### src/rtl/slave_port.sv
// Serial-bus target port: deserialises address/write data, performs single-word
// memory accesses and serialises read data back. Optional split: SLAVE_PORT_SPLIT_EN.
module slave_port #(
  parameter int ADDR_WIDTH    = 12,
  parameter int DATA_WIDTH    = 8,
  parameter int SPLIT_LATENCY = 4
) (
  input  logic                  clk,
  input  logic                  rstn,
  input  logic                  swdata,
  input  logic                  smode,
  input  logic                  mvalid,
  output logic                  srdata,
  output logic                  svalid,
  output logic                  sready,
  output logic                  ssplit,
  input  logic                  split_grant,
  output logic [ADDR_WIDTH-1:0] mem_addr,
  output logic [DATA_WIDTH-1:0] mem_wdata,
  output logic                  mem_wen,
  output logic                  mem_ren,
  input  logic [DATA_WIDTH-1:0] mem_rdata,
  input  logic                  mem_rvalid
);

  localparam int MAXW = (ADDR_WIDTH > DATA_WIDTH) ? ADDR_WIDTH : DATA_WIDTH;
  localparam int CW   = $clog2(MAXW);
  localparam int WW   = $clog2(SPLIT_LATENCY + 1);
  localparam logic [CW-1:0] ADDR_LAST = CW'(ADDR_WIDTH - 1);
  localparam logic [CW-1:0] DATA_LAST = CW'(DATA_WIDTH - 1);

`ifdef SLAVE_PORT_SPLIT_EN
  typedef enum logic [2:0] {IDLE, RADDR, WDATA, MWRITE, MREAD, RSEND, SPLIT, RESUME} state_e;
  localparam logic [WW-1:0] SPLIT_AT = WW'(SPLIT_LATENCY);
`else
  typedef enum logic [2:0] {IDLE, RADDR, WDATA, MWRITE, MREAD, RSEND} state_e;
  logic unused_split_grant;
  assign unused_split_grant = split_grant;
`endif

  state_e                state_q, state_d;
  logic [CW-1:0]         cnt_q, cnt_d;
  logic [WW-1:0]         wait_q, wait_d;
  logic                  mode_q, mode_d;
  logic [ADDR_WIDTH-1:0] addr_q, addr_d;
  logic [DATA_WIDTH-1:0] wdata_q, wdata_d;
  logic [DATA_WIDTH-1:0] rdata_q, rdata_d;
  logic [ADDR_WIDTH-1:0] mem_addr_q, mem_addr_d;
  logic [DATA_WIDTH-1:0] mem_wdata_q, mem_wdata_d;
  logic                  srdata_q, srdata_d;
  logic                  svalid_q, svalid_d;
  logic                  sready_q, sready_d;
  logic                  ssplit_q, ssplit_d;
  logic                  mem_wen_q, mem_wen_d;
  logic                  mem_ren_q, mem_ren_d;

  // Serial bits shift in from the MSB end, so after a full word the LSB-first stream is in place.
  always_comb begin
    state_d    = state_q;
    cnt_d      = cnt_q;
    wait_d     = wait_q;
    mode_d     = mode_q;
    addr_d     = addr_q;
    wdata_d    = wdata_q;
    rdata_d    = rdata_q;
    mem_addr_d = mem_addr_q;
    case (state_q)
      IDLE: if (mvalid) begin
        addr_d  = {swdata, addr_q[ADDR_WIDTH-1:1]};
        mode_d  = smode;
        cnt_d   = CW'(1);
        state_d = RADDR;
      end
      RADDR: if (mvalid) begin
        addr_d = {swdata, addr_q[ADDR_WIDTH-1:1]};
        if (cnt_q == ADDR_LAST) begin
          cnt_d      = '0;
          wait_d     = '0;
          mem_addr_d = addr_d;
          state_d    = mode_q ? WDATA : MREAD;
        end else begin
          cnt_d = cnt_q + 1'b1;
        end
      end
      WDATA: if (mvalid) begin
        wdata_d = {swdata, wdata_q[DATA_WIDTH-1:1]};
        if (cnt_q == DATA_LAST) begin
          cnt_d   = '0;
          state_d = MWRITE;
        end else begin
          cnt_d = cnt_q + 1'b1;
        end
      end
      MWRITE: state_d = IDLE;
      MREAD: begin
        wait_d = wait_q + 1'b1;
        if (mem_rvalid) begin
          rdata_d = mem_rdata;
          cnt_d   = '0;
          state_d = RSEND;
        end
`ifdef SLAVE_PORT_SPLIT_EN
        else if (wait_d == SPLIT_AT) begin
          state_d = SPLIT;
        end
`endif
      end
      RSEND: begin
        if (cnt_q == DATA_LAST) begin
          cnt_d   = '0;
          state_d = IDLE;
        end else begin
          cnt_d   = cnt_q + 1'b1;
          rdata_d = rdata_q >> 1;
        end
      end
`ifdef SLAVE_PORT_SPLIT_EN
      SPLIT: if (mem_rvalid) begin
        rdata_d = mem_rdata;
        state_d = RESUME;
      end
      RESUME: if (split_grant) begin
        cnt_d   = '0;
        state_d = RSEND;
      end
`endif
      default: state_d = IDLE;
    endcase

    // Outputs are decoded from the next state so they appear registered in the state they belong to.
    sready_d    = (state_d == IDLE);
    svalid_d    = (state_d == RSEND);
    srdata_d    = (state_d == RSEND) ? rdata_d[0] : 1'b0;
    mem_wen_d   = (state_d == MWRITE);
    mem_wdata_d = (state_d == MWRITE) ? wdata_d : '0;
    mem_ren_d   = (state_q == RADDR) && (state_d == MREAD);
`ifdef SLAVE_PORT_SPLIT_EN
    ssplit_d    = (state_d == SPLIT);
`else
    ssplit_d    = 1'b0;
`endif
  end

  always_ff @(posedge clk) begin
    if (!rstn) begin
      state_q     <= IDLE;
      cnt_q       <= '0;
      wait_q      <= '0;
      mode_q      <= 1'b0;
      addr_q      <= '0;
      wdata_q     <= '0;
      rdata_q     <= '0;
      mem_addr_q  <= '0;
      mem_wdata_q <= '0;
      srdata_q    <= 1'b0;
      svalid_q    <= 1'b0;
      sready_q    <= 1'b1;
      ssplit_q    <= 1'b0;
      mem_wen_q   <= 1'b0;
      mem_ren_q   <= 1'b0;
    end else begin
      state_q     <= state_d;
      cnt_q       <= cnt_d;
      wait_q      <= wait_d;
      mode_q      <= mode_d;
      addr_q      <= addr_d;
      wdata_q     <= wdata_d;
      rdata_q     <= rdata_d;
      mem_addr_q  <= mem_addr_d;
      mem_wdata_q <= mem_wdata_d;
      srdata_q    <= srdata_d;
      svalid_q    <= svalid_d;
      sready_q    <= sready_d;
      ssplit_q    <= ssplit_d;
      mem_wen_q   <= mem_wen_d;
      mem_ren_q   <= mem_ren_d;
    end
  end

  assign srdata    = srdata_q;
  assign svalid    = svalid_q;
  assign sready    = sready_q;
  assign ssplit    = ssplit_q;
  assign mem_addr  = mem_addr_q;
  assign mem_wdata = mem_wdata_q;
  assign mem_wen   = mem_wen_q;
  assign mem_ren   = mem_ren_q;

endmodule
### config.mk
export PLATFORM = sky130hd
export DESIGN_NAME = slave_port
export DESIGN_NICKNAME = d
export VERILOG_FILES = /design/src/rtl/slave_port.sv
export SDC_FILE = /design/constraint.sdc
export NUM_CORES = 1
export LEC_CHECK = 0
export BUFFER_PORTS_ARGS = -buffer_cell sky130_fd_sc_hd__buf_2
export CAP_MARGIN = 25
export CORE_ASPECT_RATIO = 0.6
export CORE_UTILIZATION = 49
export CTS_CLUSTER_DIAMETER = 40
export DETAILED_ROUTE_END_ITERATION = 6
export HOLD_SLACK_MARGIN = 0.12
export MAX_ROUTING_LAYER = met4
export PLACE_DENSITY = 0.74
export SYNTH_ARGS = -nofsm -noshare
export SYNTH_HDL_FRONTEND = slang
export SYNTH_SLANG_ARGS = --single-unit
### constraint.sdc
create_clock -name clk -period 1.55 [get_ports clk]
set_input_delay 0 -clock clk [delete_from_list [all_inputs] [get_ports clk]]
set_output_delay 0 -clock clk [all_outputs]
set_load 0.01 [all_outputs]
# Yosys cells after proc, flatten, opt, wreduce, memory -nomap -nowiden
# Index checks and enable logic that the tools add are counted.
[classes]
n_addsub = 1
eq_ne = 14
n_mux = 21
n_reduce_logical = 13
[op_table]
columns = ["operator", "n"]
rows = [
  ["8-bit two-way mux", 4],
  ["3-bit two-way mux", 8],
  ["4-bit two-way mux", 6],
  ["4-bit case mux with 5 select lines", 1],
  ["8-bit case mux with 2 select lines", 1],
  ["3-bit case mux with 5 select lines", 1],
  ["3-bit == test, second input constant", 4],
  ["2-bit inequality test, second input constant", 5],
  ["2-bit AND reduction", 4],
  ["3-bit by 2-bit == test with 1-bit output, second input constant", 2],
  ["3-bit logical NOT", 2],
  ["3-bit AND reduction", 2],
  ["5-bit AND reduction", 1],
  ["5-bit nonzero test", 1],
  ["4-bit by 1-bit adder with 4-bit output, second input constant", 1],
  ["4-bit by 3-bit == test with 1-bit output, second input constant", 1],
  ["4-bit == test, second input constant", 1],
  ["3-bit by 1-bit == test with 1-bit output, second input constant", 1],
  ["2-bit nonzero test", 1],
  ["2-bit OR reduction", 1],
  ["1-bit logical AND", 1],
]
[word_totals]
ff_bits = 61
input_bits = 15
output_inout_bits = 26
elab_cells = 63

# Longest topological paths before layout
[depth]
word_depth = 6
depth_mapped = 8
ltp_nobuf = 7

# Worst setup path before layout
# Ideal clock, no wire load.
[synth_path]
path_kind = "reg2reg"
start = "reg cnt_q[0]"
end = "reg mem_addr_q[10], in the netlist mem_addr[10]"
setup_ns = 0.070
t_arrival_ns = 1.558
required_time_ns = 1.480
path_slack_ns = -0.078
path_stages_with_launch = 9
path_buffers = 2
period_less_slack_ns = 1.628
cell_sequence = "dfxtp_1 ha_1 buf_2 and3_1 nand2_1 nor3_1 buf_2 nand2_1 a21oi_1"
[synth_between]
elab_chain_len = 2
[synth_rtl]
columns = ["item", "line_no", "source"]
rows = [
  ["start, declared", "42", "logic [CW-1:0] cnt_q, cnt_d;"],
  ["start signal, assigned", "163", "cnt_q <= cnt_d;"],
  ["4-bit == test", "76", "if (cnt_q == ADDR_LAST) begin"],
  ["3-bit AND reduction (no source line)", "--", ""],
  ["end signal, assigned", "169", "mem_addr_q <= mem_addr_d;"],
  ["end, declared", "48", "logic [ADDR_WIDTH-1:0] mem_addr_q, mem_addr_d;"],
]
# No other way between the ends.
# A chain may end at the register's enable or synchronous reset.

# Worst setup path in the final report
[layout_path]
start = "reg state_q[0]"
end = "reg sready_q, in the netlist sready"
[layout_between]
elab_chain_len = 4
word_cells_on_any_way = 14
cone_classes = "4 x eq/ne; 8 x mux; 2 x reduce/logical"
[layout_rtl]
columns = ["item", "line_no", "source"]
rows = [
  ["start, declared", "41", "state_e state_q, state_d;"],
  ["start signal, assigned", "162", "state_q <= state_d;"],
  ["3-bit two-way mux, on equally long branches", "87, 76", ""],
  ["3-bit two-way mux, on equally long branches", "85, 74", ""],
  ["3-bit case mux with 5 select lines (*)", "67", "case (state_q)"],
  ["3-bit logical NOT (*)", "131", "sready_d = (state_d == IDLE);"],
  ["end signal, assigned", "173", "sready_q <= sready_d;"],
  ["end, declared", "52", "logic sready_q, sready_d;"],
]
# Mark *: on every way between the ends. The rest lies on a longest branch, timed or not.

==> results by stage <==
Clocking:
- The worst-case clock buffer depth is 2.
- The count of clock tree sinks is 60.
- Clock tree synthesis inserted a total of 9 buffers.
- Clock-pin slew was measured on the worst setup and hold paths at 0.07 ns.
- CTS built an H-tree with a depth of 3.
- The CTS tree is built.
- The clock insertion delay at the later pin of the skew report is 0.35 ns.
- Clock tree synthesis selected as its root buffer the cell sky130_fd_sc_hd__clkbuf_8.

Global routing:
- Across every metal layer, demand over resource in global routing totals 26.4%.
- The initial antenna violation count is 0.
- The global routing met3 resource utilization is 9.17%.
- The first global-routing pass estimated 9.38 mm of wire.
- The met1 demand-to-capacity share in global routing is 32.5%.
- The busiest layer in global routing is met2.
- The routing usage on met2 is 41.0%.
- Entering global routing, the biggest net connects 30 pins.
- The remaining global-route overflow is 0.
- The via count of the first global-routing pass is 1,946.

Critical path:
- The largest individual stage delay along the critical path comes from the cell sky130_fd_sc_hd__dfxtp_2.
- On the worst path, the slowest cell contributes a delay of 0.44 ns.
- The worst setup path is launched from a flip-flop.
- The launch instance of the worst register-to-register path is state_q[0].
- The critical path startpoint is state_q[0].
- Along the worst path, the maximum fanout reaches 7.
- The type of destination of the critical path is a flip-flop.
- The required time at the endpoint of the critical path is 1.77 ns.
- The buffers plus inverters on the worst setup path is 2.
- Broken down by cell family, the worst path's largest delay share belongs to simple AND/OR/NAND/NOR gates.
- The signal on the critical path passes through buf_12, and3_4, nand2_2, nor4_1, o21ai_1, inv_1, a211oi_1.
- Data on the critical path arrives at its endpoint at 1.87 ns.
- The type of the worst setup path is reg -> reg.

Power:
- The reported leakage power is 1.30 nW.
- The maximum vdd ir drop is 0.000911 V.
- After layout, the design draws a total of 0.00299 W.
- The power per cell area is 882 nW/um^2.

Finish:
- Counting the fill cells in the layout gives 269.
- The post-route netlist has 44.2% of its cells at a drive strength greater than 1.
- The net count of the finished layout is 355.
- Leaving out fill and tap cells, the most frequent cell in the layout is sky130_fd_sc_hd__dfxtp_1.
- The area growth from synthesis to final layout is 48.4%.
- The repair_antennas step left the layout with diodes totalling 0.
- The library cells used most frequently in the layout, excluding fill and tap cells, are 54 x sky130_fd_sc_hd__dfxtp_1, 48 x sky130_fd_sc_hd__nand2_1, 38 x sky130_fd_sc_hd__buf_2, 31 x sky130_fd_sc_hd__buf_4.

Synthesis:
- Yosys mapped the design onto 40 distinct sky130hd cell types.
- Synthesis handed over a netlist of 257 instances.
- The total nets after synthesis is 273.
- Synthesis inferred 60 register bits.
- The most used flip-flop cell after synthesis is sky130_fd_sc_hd__dfxtp_1.
- The synthesized design contains 0 enable-type register cells.
- The total of warnings raised by yosys is 0.
- For this run, asynchronously set or reset flops after synthesis account for 0%.
- After synthesis the cells add up to 2280 sq um.
- A synthesized cell averages 8.88 sq um.
- Sequential elements use 52.6% of the synthesized area.

Place:
- OpenSTA, run right after detailed placement, puts the worst setup slack at -0.125 ns.
- The count of input and output buffers is 38.
- The half-perimeter wire length after detailed placement is 3.66 mm.
- The weighted congestion reported at the end of routability-driven placement is 0.863.

Floorplan:
- The die height is 54.9 um.
- The die is 90.1 um wide.
- The boundary pin count is 41.
- The initial utilization of the core area, before any placement, comes to 53.4%.
- The standard-cell row count is 18.
- The total die area is 4950 sq um.
- The area of the placeable core is 4280 sq um.

STA:
- The number of setup violations in the final report is 26.
- Clock skew on the completed layout was measured at 0.0143 ns.
- Of the available clock period, the critical path in the final layout requires 107%.
- Setup repair after global routing could not meet its margin everywhere.
- The total negative slack for setup checks is -0.734 ns.
- The post-route worst setup slack is -0.101 ns.
- Based on the critical path, the design can be clocked at up to 606 MHz.
- The hold violation total from the final report came to 0.
- The number of slew-limit violations in the final report is 0.
- The worst path in the final design needs a cycle of 1.65 ns, including I/O delays and setup.

Run:
- Across the run, the number of max-cap violations was 0.

Routing:
- The number of nets still failing antenna checks after routing is 0.
- The via density per instance is 5.62.
- After detailed routing, the number of remaining DRC violations is 0.
- The count of TritonRoute iterations in the first routing pass is 5.
- In the final routed layout, each cell accounts on average for 17.1 um.
- The detailed router placed 2,269 vias in this run.
- The aggregate routed wire length is 6.91 mm.
- The number of violations reported at the end of detailed-routing iteration 0 is 249.

Min path:
- In this run the worst hold path is classified as in -> reg.
- The startpoint of the tightest hold check path is mvalid.

Status:
- The run finished, with violations left.
- The final reports fail on setup timing.
[cell usage after synthesis (2+ instances only)]
library cell,n,area [sq um]
sky130_fd_sc_hd__dfxtp_1,60,1200
sky130_fd_sc_hd__nand2_1,52,195
sky130_fd_sc_hd__a21oi_1,28,140
sky130_fd_sc_hd__nor2_1,25,93.8
sky130_fd_sc_hd__nor3_1,12,60.1
sky130_fd_sc_hd__mux2i_1,8,80.1
sky130_fd_sc_hd__a222oi_1,7,70.1
sky130_fd_sc_hd__buf_2,7,35.0
sky130_fd_sc_hd__clkbuf_1,7,26.3
sky130_fd_sc_hd__nor2b_1,5,31.3
sky130_fd_sc_hd__inv_1,4,15.0
sky130_fd_sc_hd__a31oi_1,3,18.8
sky130_fd_sc_hd__nand3_1,3,15.0
sky130_fd_sc_hd__a211oi_1,2,15.0
sky130_fd_sc_hd__a22oi_1,2,15.0
sky130_fd_sc_hd__a41oi_1,2,17.5
sky130_fd_sc_hd__and3_1,2,12.5
sky130_fd_sc_hd__inv_2,2,7.51
sky130_fd_sc_hd__nand2b_1,2,12.5
sky130_fd_sc_hd__nor3b_1,2,15.0
sky130_fd_sc_hd__o21ai_0,2,10.0
sky130_fd_sc_hd__o21ai_1,2,10.0
[per-stage QoR]
| step | hold WS [ns] | instance area, sq um | instances | utilization [%] |
|---|---|---|---|---|
| global route | 0.238 | 3390 | 404 | 79.2 |
| floorplan | 0.0923 | 2300 | 257 | - |
| global placement | 0.232 | 2730 | 369 | 63.8 |
| detailed placement | 0.244 | 2730 | 369 | 63.8 |
| CTS | 0.168 | 3190 | 400 | 74.4 |
| finish | 0.247 | 3390 | 404 | 79.2 |
[power by group]
part	total (W)	switching [W]	internal, W
registers	0.00156	0.0000130	0.00155
logic	0.000195	0.000111	0.0000848
clock network	0.00123	0.000651	0.000582
[timing repair]
action,CTS,global route
pin swaps,13,12
resized for setup,35,35
hold buffers,11,0
endpoints found under the hold margin,22,0
buffers inserted,3,4
cloned,1,0
setup endpoints to repair,27,43
[area by class of cell]
cell class	instances	area [sq um]	share of cell area [%]
Sequential cell	60	1210	35.8
Multi-Input combinational cell	176	1290	38.2
Inverter	6	22.5	0.664
Clock buffer	9	124	3.65
Timing Repair Buffer	86	609	18.0
Clock inverter	7	51.3	1.51
Tap cell	60	75.1	2.21
[sequential cells by signal, indices dropped and copies added, names as in the netlist, 3 cells and up]
register and flops:
mem_addr 12, addr_q 11, mem_wdata 8, rdata_q 8, wdata_q 8, cnt_q 4, state_q 3
[worst paths after layout]
| check | endpoint | slack (ns) | depth (start not counted) |
|---|---|---|---|
| worst max register to register | sready | -0.10 | 7 |
| worst min register to register | mem_addr[0] | 0.45 | 2 |
| worst min-delay path | cnt_q[0] | 0.25 | 3 |
| worst max-delay path | sready | -0.10 | 7 |
[worst min-delay path, delay by kind of cell]
kind            cells  cell delay [ns]
buf+inv             1             0.20
compound gates      2             0.35
[layer usage]
metal / wire length (um) / vias to the layer above
met5: 0 / -
met4: 183 / 0
met3: 497 / 26
met2: 3190 / 109
met1: 3030 / 1076
li1: - / 1058
[cell families after synthesis]
logic type / Yosys count / synth area share, %
buf+inv: 22 / 4.16
simple gates: 110 / 21.8
other cells: 1 / 0.164
fa+ha+maj: 1 / 0.548
compound gates: 54 / 16.6
flops: 60 / 52.6
mux: 9 / 4.16
No activity file was read; power rests on OpenSTA's default activity.
